[src/rtl/apb_pkg.sv]
// Shared types and constants for the APB master bridge slice.
package apb_pkg;

  typedef enum logic [1:0] {
    IDLE   = 2'd0,
    SETUP  = 2'd1,
    ACCESS = 2'd2
  } apb_state_e;

  localparam logic [15:0] APB_BASE_HI   = 16'h1000;
  localparam int          APB_SLV_SHIFT = 12;
  localparam int          DATA_W        = 32;

endpackage

[src/rtl/apb_master_bridge_if.sv]
// CPU request/response port plus APB bus, grouped for the bridge and its environment.
interface apb_master_bridge_if #(
  parameter int NUM_SLV = 4
);
  logic                  req_valid;
  logic                  req_write;
  logic [31:0]           req_addr;
  logic [31:0]           req_wdata;
  logic                  req_ready;
  logic                  rsp_valid;
  logic [31:0]           rsp_rdata;
  logic                  rsp_err;
  logic [31:0]           PADDR;
  logic [31:0]           PWDATA;
  logic                  PWRITE;
  logic [NUM_SLV-1:0]    PSEL;
  logic                  PENABLE;
  logic [32*NUM_SLV-1:0] PRDATA;
  logic [NUM_SLV-1:0]    PREADY;

  modport master (
    input  req_valid, req_write, req_addr, req_wdata,
    output req_ready, rsp_valid, rsp_rdata, rsp_err,
    output PADDR, PWDATA, PWRITE, PSEL, PENABLE,
    input  PRDATA, PREADY
  );

  modport slave (
    output req_valid, req_write, req_addr, req_wdata,
    input  req_ready, rsp_valid, rsp_rdata, rsp_err,
    input  PADDR, PWDATA, PWRITE, PSEL, PENABLE,
    output PRDATA, PREADY
  );

endinterface

[src/rtl/apb_addr_decoder.sv]
// Combinational peripheral decode: window hit, slave index and one-hot select.
module apb_addr_decoder
  import apb_pkg::*;
#(
  parameter int NUM_SLV = 4
) (
  input  logic [DATA_W-1:APB_SLV_SHIFT] addr_hi,
  output logic                          hit,
  output logic [3:0]                    idx,
  output logic [NUM_SLV-1:0]            onehot
);

  assign idx = addr_hi[APB_SLV_SHIFT +: 4];

  always_comb begin
    hit    = (addr_hi[DATA_W-1:16] == APB_BASE_HI) && (int'(idx) < NUM_SLV);
    onehot = '0;
    for (int i = 0; i < NUM_SLV; i++) begin
      if (hit && (idx == 4'(i))) onehot[i] = 1'b1;
    end
  end

endmodule

[src/rtl/apb_master_bridge.sv]
// APB initiator: CPU request/response port to NUM_SLV APB slaves.
// Optional ACCESS-phase abort is built when APB_TIMEOUT_EN is defined.
module apb_master_bridge
  import apb_pkg::*;
#(
  parameter int NUM_SLV = 4,
  parameter int TIMEOUT = 255
) (
  input  logic                PCLK,
  input  logic                PRESET,
  apb_master_bridge_if.master bus
);

  if (NUM_SLV < 1 || NUM_SLV > 16 || TIMEOUT < 1) begin : g_bad_cfg
    $error("apb_master_bridge: NUM_SLV must be 1..16 and TIMEOUT >= 1");
  end

  apb_state_e          state_q;
  logic [DATA_W-1:0]   paddr_q;
  logic [DATA_W-1:0]   pwdata_q;
  logic                pwrite_q;
  logic [NUM_SLV-1:0]  psel_q;
  logic                penable_q;
  logic [3:0]          idx_q;
  logic                req_ready_q;
  logic                rsp_valid_q;
  logic [DATA_W-1:0]   rsp_rdata_q;
  logic                rsp_err_q;

  logic                dec_hit;
  logic [3:0]          dec_idx;
  logic [NUM_SLV-1:0]  dec_onehot;
  logic                accept;
  logic                sel_ready;
  logic [DATA_W-1:0]   sel_rdata;

  apb_addr_decoder #(.NUM_SLV(NUM_SLV)) u_dec (
    .addr_hi (bus.req_addr[DATA_W-1:APB_SLV_SHIFT]),
    .hit     (dec_hit),
    .idx     (dec_idx),
    .onehot  (dec_onehot)
  );

  assign accept = bus.req_valid && req_ready_q;

  // Only the addressed slave's PREADY and read lane matter.
  always_comb begin
    sel_ready = 1'b0;
    sel_rdata = '0;
    for (int i = 0; i < NUM_SLV; i++) begin
      if (idx_q == 4'(i)) begin
        sel_ready = bus.PREADY[i];
        sel_rdata = bus.PRDATA[DATA_W*i +: DATA_W];
      end
    end
  end

`ifdef APB_TIMEOUT_EN
  localparam int CNT_W = (TIMEOUT > 255) ? $clog2(TIMEOUT + 1) : 8;
  localparam logic [CNT_W-1:0] TMO_LAST = CNT_W'(TIMEOUT - 1);
  logic [CNT_W-1:0] tmo_cnt_q;
`endif

  always_ff @(posedge PCLK or posedge PRESET) begin
    if (PRESET) begin
      state_q     <= IDLE;
      paddr_q     <= '0;
      pwdata_q    <= '0;
      pwrite_q    <= 1'b0;
      psel_q      <= '0;
      penable_q   <= 1'b0;
      idx_q       <= '0;
      req_ready_q <= 1'b0;
      rsp_valid_q <= 1'b0;
      rsp_rdata_q <= '0;
      rsp_err_q   <= 1'b0;
`ifdef APB_TIMEOUT_EN
      tmo_cnt_q   <= '0;
`endif
    end else begin
      rsp_valid_q <= 1'b0;
      case (state_q)
        IDLE: begin
          req_ready_q <= 1'b1;
          if (accept) begin
            if (dec_hit) begin
              paddr_q     <= bus.req_addr;
              pwdata_q    <= bus.req_wdata;
              pwrite_q    <= bus.req_write;
              psel_q      <= dec_onehot;
              idx_q       <= dec_idx;
              req_ready_q <= 1'b0;
              state_q     <= SETUP;
            end else begin
              // Decode miss answers directly without touching the bus.
              rsp_valid_q <= 1'b1;
              rsp_err_q   <= 1'b1;
              rsp_rdata_q <= '0;
            end
          end
        end
        SETUP: begin
          penable_q <= 1'b1;
          state_q   <= ACCESS;
`ifdef APB_TIMEOUT_EN
          tmo_cnt_q <= '0;
`endif
        end
        ACCESS: begin
          if (sel_ready) begin
            psel_q      <= '0;
            penable_q   <= 1'b0;
            rsp_valid_q <= 1'b1;
            rsp_err_q   <= 1'b0;
            rsp_rdata_q <= pwrite_q ? '0 : sel_rdata;
            req_ready_q <= 1'b1;
            state_q     <= IDLE;
          end
`ifdef APB_TIMEOUT_EN
          // Ready in the same cycle as the last allowed count still wins above.
          else if (tmo_cnt_q == TMO_LAST) begin
            psel_q      <= '0;
            penable_q   <= 1'b0;
            rsp_valid_q <= 1'b1;
            rsp_err_q   <= 1'b1;
            rsp_rdata_q <= '0;
            req_ready_q <= 1'b1;
            state_q     <= IDLE;
          end else begin
            tmo_cnt_q <= tmo_cnt_q + 1'b1;
          end
`endif
        end
        default: begin
          psel_q      <= '0;
          penable_q   <= 1'b0;
          req_ready_q <= 1'b1;
          state_q     <= IDLE;
        end
      endcase
    end
  end

  assign bus.req_ready = req_ready_q;
  assign bus.rsp_valid = rsp_valid_q;
  assign bus.rsp_rdata = rsp_rdata_q;
  assign bus.rsp_err   = rsp_err_q;
  assign bus.PADDR     = paddr_q;
  assign bus.PWDATA    = pwdata_q;
  assign bus.PWRITE    = pwrite_q;
  assign bus.PSEL      = psel_q;
  assign bus.PENABLE   = penable_q;

endmodule

[src/flat_wrapper.sv]
// flat-port wrapper written by rule: the top's interface ports become plain ports
module apb_master_bridge_flat import apb_pkg::*;
#(
  parameter int NUM_SLV = 4,
  parameter int TIMEOUT = 255
)
  (PCLK, PRESET, bus_req_valid, bus_req_write, bus_req_addr, bus_req_wdata, bus_req_ready, bus_rsp_valid, bus_rsp_rdata, bus_rsp_err, bus_PADDR, bus_PWDATA, bus_PWRITE, bus_PSEL, bus_PENABLE, bus_PRDATA, bus_PREADY);
  apb_master_bridge_if #(.NUM_SLV(NUM_SLV)) bus_i ();
  input  logic PCLK;
  input  logic PRESET;
  input wire logic [$bits(bus_i.req_valid)-1:0] bus_req_valid;
  input wire logic [$bits(bus_i.req_write)-1:0] bus_req_write;
  input wire logic [$bits(bus_i.req_addr)-1:0] bus_req_addr;
  input wire logic [$bits(bus_i.req_wdata)-1:0] bus_req_wdata;
  output wire logic [$bits(bus_i.req_ready)-1:0] bus_req_ready;
  output wire logic [$bits(bus_i.rsp_valid)-1:0] bus_rsp_valid;
  output wire logic [$bits(bus_i.rsp_rdata)-1:0] bus_rsp_rdata;
  output wire logic [$bits(bus_i.rsp_err)-1:0] bus_rsp_err;
  output wire logic [$bits(bus_i.PADDR)-1:0] bus_PADDR;
  output wire logic [$bits(bus_i.PWDATA)-1:0] bus_PWDATA;
  output wire logic [$bits(bus_i.PWRITE)-1:0] bus_PWRITE;
  output wire logic [$bits(bus_i.PSEL)-1:0] bus_PSEL;
  output wire logic [$bits(bus_i.PENABLE)-1:0] bus_PENABLE;
  input wire logic [$bits(bus_i.PRDATA)-1:0] bus_PRDATA;
  input wire logic [$bits(bus_i.PREADY)-1:0] bus_PREADY;
  assign bus_i.req_valid = bus_req_valid;
  assign bus_i.req_write = bus_req_write;
  assign bus_i.req_addr = bus_req_addr;
  assign bus_i.req_wdata = bus_req_wdata;
  assign bus_req_ready = bus_i.req_ready;
  assign bus_rsp_valid = bus_i.rsp_valid;
  assign bus_rsp_rdata = bus_i.rsp_rdata;
  assign bus_rsp_err = bus_i.rsp_err;
  assign bus_PADDR = bus_i.PADDR;
  assign bus_PWDATA = bus_i.PWDATA;
  assign bus_PWRITE = bus_i.PWRITE;
  assign bus_PSEL = bus_i.PSEL;
  assign bus_PENABLE = bus_i.PENABLE;
  assign bus_i.PRDATA = bus_PRDATA;
  assign bus_i.PREADY = bus_PREADY;
  apb_master_bridge #(.NUM_SLV(NUM_SLV), .TIMEOUT(TIMEOUT)) u_core (.PCLK(PCLK), .PRESET(PRESET), .bus(bus_i));
endmodule
[config.mk]
export PLATFORM = sky130hd
export DESIGN_NAME = apb_master_bridge_flat
export DESIGN_NICKNAME = d
export VERILOG_FILES = /design/src/rtl/apb_pkg.sv /design/src/rtl/apb_master_bridge_if.sv /design/src/rtl/apb_addr_decoder.sv /design/src/rtl/apb_master_bridge.sv /design/src/flat_wrapper.sv
export SDC_FILE = /design/constraint.sdc
export NUM_CORES = 1
export LEC_CHECK = 0
export CORE_AREA = 2 2 119 121
export CTS_BUF_LIST = sky130_fd_sc_hd__clkbuf_2
export DETAILED_ROUTE_END_ITERATION = 10
export DIE_AREA = 0 0 121 123
export DONT_BUFFER_PORTS = 1
export PLACE_DENSITY = 0.59
export SYNTH_ARGS = -nofsm -noshare
export SYNTH_HDL_FRONTEND = slang
export SYNTH_SLANG_ARGS = --single-unit
[constraint.sdc]
create_clock -name PCLK -period 3.6 [get_ports PCLK]
set_input_delay 0.18 -clock PCLK [delete_from_list [all_inputs] [get_ports PCLK]]
set_output_delay 0.18 -clock PCLK [all_outputs]
set_load 0.05 [all_outputs]
==> flow_metrics.py, run 1 <==
metrics = {
    "synth": {
        "yosys.area_share.simple_pct": 8.33,
        "synthAdderAreaFrac_pct": 0,
        "syn_inst": 414,
        "synth_cell_type_count": 32,
        "synth-xor-area-share_pct": 0,
        "muxShareOfSynthArea_pct": 33.2,
        "synth-warning-count": 0,
        "ys_ff_latch": 107,
        "synth_top_family_by_area": "multiplexers",
        "synth_area_um2": 5320,
        "syn_nets": 614,
        "synth-compound-area-share_pct": 5.41,
        "yosysSeqAreaShare_pct": 50.4,
        "syn-mean-instance-area_um2": 12.8,
    },
    "die": {
        "start_util_pct": 39.1,
        "die-height_um": 123,
        "die_x_um": 121,
        "io-pin-count": 305,
        "rows": 43,
    },
    "run_status": {
        "haltStage": "clock tree synthesis",
        "error_message": "[ERROR RSZ-0060] Max buffer count reached.",
        "outcome": "did not finish",
    },
    "clock_network": {
        "numCtsBuffers": 9,
        "cts_hold_buf": 119,
        "htree_levels": 3,
        "post_cts_buffers": 0,
        "root_buffer": "clkbuf_2",
        "clock_path_buffers": 2,
        "cts-resized-gates": 0,
        "cts_sinks": 107,
    },
    "placement": {
        "numPortBuffers": 0,
        "gp_congestion": 0.818,
        "hpwlAfterDp_um": 9420,
        "place_ws_ns": 0.876,
    },
}
synthesized netlist by cell type (all sizes together):
| cell | n | area, um^2 |
|---|---|---|
| inv | 2 | 7.51 |
| o21ai | 4 | 23.8 |
| a211oi | 3 | 22.5 |
| nor3b | 2 | 15.0 |
| clkbuf | 19 | 71.3 |
| dfrtp | 107 | 2680 |
| a2bb2oi | 1 | 15.0 |
| mux2 | 146 | 1750 |
| nand3 | 2 | 10.0 |
| or4 | 5 | 45.0 |
| or3b | 1 | 8.76 |
| mux2i | 1 | 10.0 |
| or3 | 1 | 11.3 |
| o31ai | 1 | 7.51 |
| nor3 | 5 | 25.0 |
| a21oi | 2 | 10.0 |
| buf | 10 | 67.6 |
| o22ai | 31 | 194 |
| nor2 | 41 | 154 |
| nor2b | 20 | 125 |
| nand2 | 4 | 15.0 |
| or2 | 2 | 12.5 |
| nand2b | 2 | 12.5 |
| o2111ai | 1 | 15.0 |
| or2b | 1 | 8.76 |
metrics by stage:
stage / util, % / std cells / area, um^2
after floorplan: - / 414 / 5320
after detailed placement: 40.3 / 572 / 5480
after global placement: 40.3 / 572 / 5480
logic make-up after synthesis:
| logic type | count (synthesis) |
|---|---|
| buffers and inverters | 31 |
| flip-flops | 107 |
| multiplexers | 147 |
| AO/OA/AOI/OAI | 43 |
| AND/OR/NAND/NOR | 86 |
==> inputs of run 2 (changes only) <==
- CORE_AREA: 2 2 119 121 -> not set
- CORE_MARGIN: not set -> 2
- CORE_UTILIZATION: not set -> 30
- CTS_BUF_LIST: sky130_fd_sc_hd__clkbuf_2 -> not set
- DIE_AREA: 0 0 121 123 -> not set
- PLACE_DENSITY: 0.59 -> not set
- PLACE_DENSITY_LB_ADDON: not set -> 0.15
==> run 2 against run 1 <==
Against the previous run:
- the run now ends clean
- synthesized area is the same
- synthesized cell count is the same
==> flow_metrics.py, run 2 <==
metrics = {
    "die": {
        "die_x_um": 137,
        "die-height_um": 137,
        "io-pin-count": 305,
        "coreArea_um2": 17300,
        "dieArea_um2": 18800,
        "start_util_pct": 30.7,
        "rows": 48,
    },
    "final_layout": {
        "drive_gt1_share_pct": 37.9,
        "area_growth_pct": 19.6,
        "stdcell_count": 680,
        "nNetsFinal": 650,
        "seq_area_um2": 2680,
        "final_cell_mix": "110 x mux2_2, 105 x dfrtp_1, 48 x dlygate4sd3_1",
        "fillerInstances": 1635,
        "multiInputGateArea_um2": 2510,
        "final_cell_area_um2": 6360,
        "final_common_cell": "mux2_2",
    },
    "grt": {
        "grt.overflow.total": 0,
        "grtUsageTotal_pct": 13.8,
        "antenna_found_initial": 3,
        "grt_pass1_vias": 3537,
        "grt_max_degree": 62,
        "grt_pass1_wl_um": 19300,
    },
    "power_and_ir_drop": {
        "peakVddDrop_v": 0.000196,
        "p_clk_share_pct": 44.4,
        "power_density_nw_per_um2": 382,
        "switching_share_pct": 21.7,
        "sequentialPowerShare_pct": 49.5,
        "p_int_mw": 1.90,
        "switchingPower_uw": 528,
        "p_comb_share_pct": 6.1,
        "p_leak_nw": 2.87,
    },
    "drt": {
        "remaining_drc_errors": 0,
        "wire_per_inst_um": 19.7,
        "first_pass_iters": 4,
        "ant_nets": 0,
        "vias_per_cell": 4.97,
        "drtIter0Drc": 87,
        "wl_um": 13400,
        "num_vias": 3379,
    },
    "synth": {
        "synth_ff_type": "dfrtp_1",
        "syn_inst": 414,
        "yosysSeqAreaShare_pct": 50.4,
        "synthTopCellsByArea": "dfrtp_1 50%, mux2_2 23%, mux2_4 8.2%, o22ai_1 3.6%, nor2_1 2.9%",
        "ys_ff_latch": 107,
        "syn-mean-instance-area_um2": 12.8,
        "synth_cell_type_count": 32,
        "synth-warning-count": 0,
        "synth_area_um2": 5320,
        "syn_nets": 614,
        "yosys-top-cells-count": "110 x mux2_2, 107 x dfrtp_1, 41 x nor2_1, 31 x o22ai_1, 29 x mux2_4",
        "synth.most_common_cell": "mux2_2",
        "synth_edf_count": 0,
        "synth.largest_area_cell": "dfrtp_1",
        "synthArstFlopShare_pct": 100,
        "synth.top_cell.area_share_pct": 50.4,
    },
    "sta": {
        "hold_viol_final": 0,
        "rsz0062_at_grt": "false",
        "maxSlewViolCount": 0,
        "clock_skew_ns": 0.00737,
        "setup_slack_ns": 0.891,
        "worst_pin_slew_ns": 1.14,
        "post-route-period-util_pct": 75.3,
        "max_slew_margin_pct": 24.2,
        "whs_ns": 0.0959,
        "period_needed_ns": 2.71,
        "max_freq_mhz": 369,
        "setup_tns_ns": 0,
        "setup_violations": 0,
    },
    "setup_path": {
        "worst_setup_path_end_kind": "register",
        "critPathRequiredTime_ns": 3.83,
        "setup.worst_path.start_class": "register",
        "cp_cell_sequence": "or3b_1, buf_4, a2bb2oi_2, o21ai_4, buf_4, mux2_1",
        "cp_max_fo": 33,
        "cp.arrival_ns": 2.94,
        "r2r_slack_ns": 0.89,
        "cpLargestDelayFamily": "buffers and inverters",
        "cp.buffers_inverters": 2,
        "cpPeakStageDelay_ns": 0.61,
        "cp_slowest_cell": "dfrtp_1",
        "critical_path.most_common_cell": "buf_4",
        "critPathKind": "register to register",
    },
    "clock_network": {
        "cts_hold_buf": 48,
        "numCtsBuffers": 9,
        "cts-resized-gates": 0,
        "clk_latency_ns": 0.35,
        "clock_path_buffers": 2,
        "post_cts_buffers": 0,
        "cts_tree": "yes",
        "path_clk_slew_ns": 0.07,
        "htree_levels": 3,
        "cts_sinks": 107,
        "root_buffer": "clkbuf_16",
    },
    "placement": {
        "placed_cell_area_um2": 5550,
        "dp_cells": 616,
        "place_ws_ns": 0.860,
        "numPortBuffers": 0,
        "gp_congestion": 0.711,
        "hpwlAfterDp_um": 9740,
    },
    "hold_path": {
        "min_path_type": "input pin to register",
    },
    "run": {
        "maxCapViolations": 0,
    },
    "run_status": {
        "outcome": "complete, no violations",
    },
}
==> run 2: cell counts after synthesis <==
No cell type changed its count.
==> run 2: cell type report <==
class                      instances  share of cell area, %
tap                              225                   4.43
multi-input combinational        276                   39.4
antenna                            1                 0.0393
clock buffer                       9                   3.54
clock inverter                     6                   1.55
sequential                       107                   42.2
timing repair buffer              54                   8.66
inverter                           2                  0.157
==> run 2: cell families (layout without fill, tap and decap cells) <==
family | Yosys count | count (layout) | synth area share (%)
simple gates | 86 | 86 | 8.33
flops | 107 | 107 | 50.4
compound gates | 43 | 43 | 5.41
buf+inv | 31 | 71 | 2.75
other cells | 0 | 1 | 0
mux | 147 | 147 | 33.2
==> run 2: worst paths after layout <==
check / start / to / cells after the start
min in group asynchronous: PRESET / u_core.bus.PADDR[11] / 2
max in group asynchronous: PRESET / u_core.bus.PADDR[16] / 3
max: u_core.bus.PADDR[14] / u_core.bus.rsp_rdata[30] / 6
min reg2reg: u_core.state_q[1] / u_core.bus.PENABLE / 1
min: bus_req_addr[12] / u_core.bus.PSEL[3] / 3
max reg2reg: u_core.bus.PADDR[14] / u_core.bus.rsp_rdata[30] / 6
==> run 2: power groups by stage <==
stage	sequential, mW	combinational, mW	clock [mW]
floorplan	1.23	0.0893	0
global placement	1.23	0.108	0
detailed placement	1.23	0.110	0
CTS	1.20	0.151	1.12
global route	1.20	0.163	1.16
finish	1.20	0.148	1.08
==> run 2: metal layers <==
metal | part of all wire (%) | vias up | track usage [%]
met5 | 0.097 | - | 0
met4 | 1.4 | 2 | 5.15
met3 | 9.0 | 13 | 4.63
met2 | 52 | 198 | 24.6
met1 | 37 | 1612 | 15.3
li1 | - | 1554 | -
==> run 2: tightest hold or removal path, stage by stage <==
cell and delay [ns]:
nand2_1 0.03, nor2_1 0.07, mux2_1 0.12
==> run 2: through the flow <==
step	utilization, %	power [mW]
after floorplan	-	1.32
after global placement	32.1	1.34
after detailed placement	32.1	1.34
after CTS	36.8	2.47
after global routing	36.8	2.53
final	36.8	2.43
(Power assumes the default switching activity.)
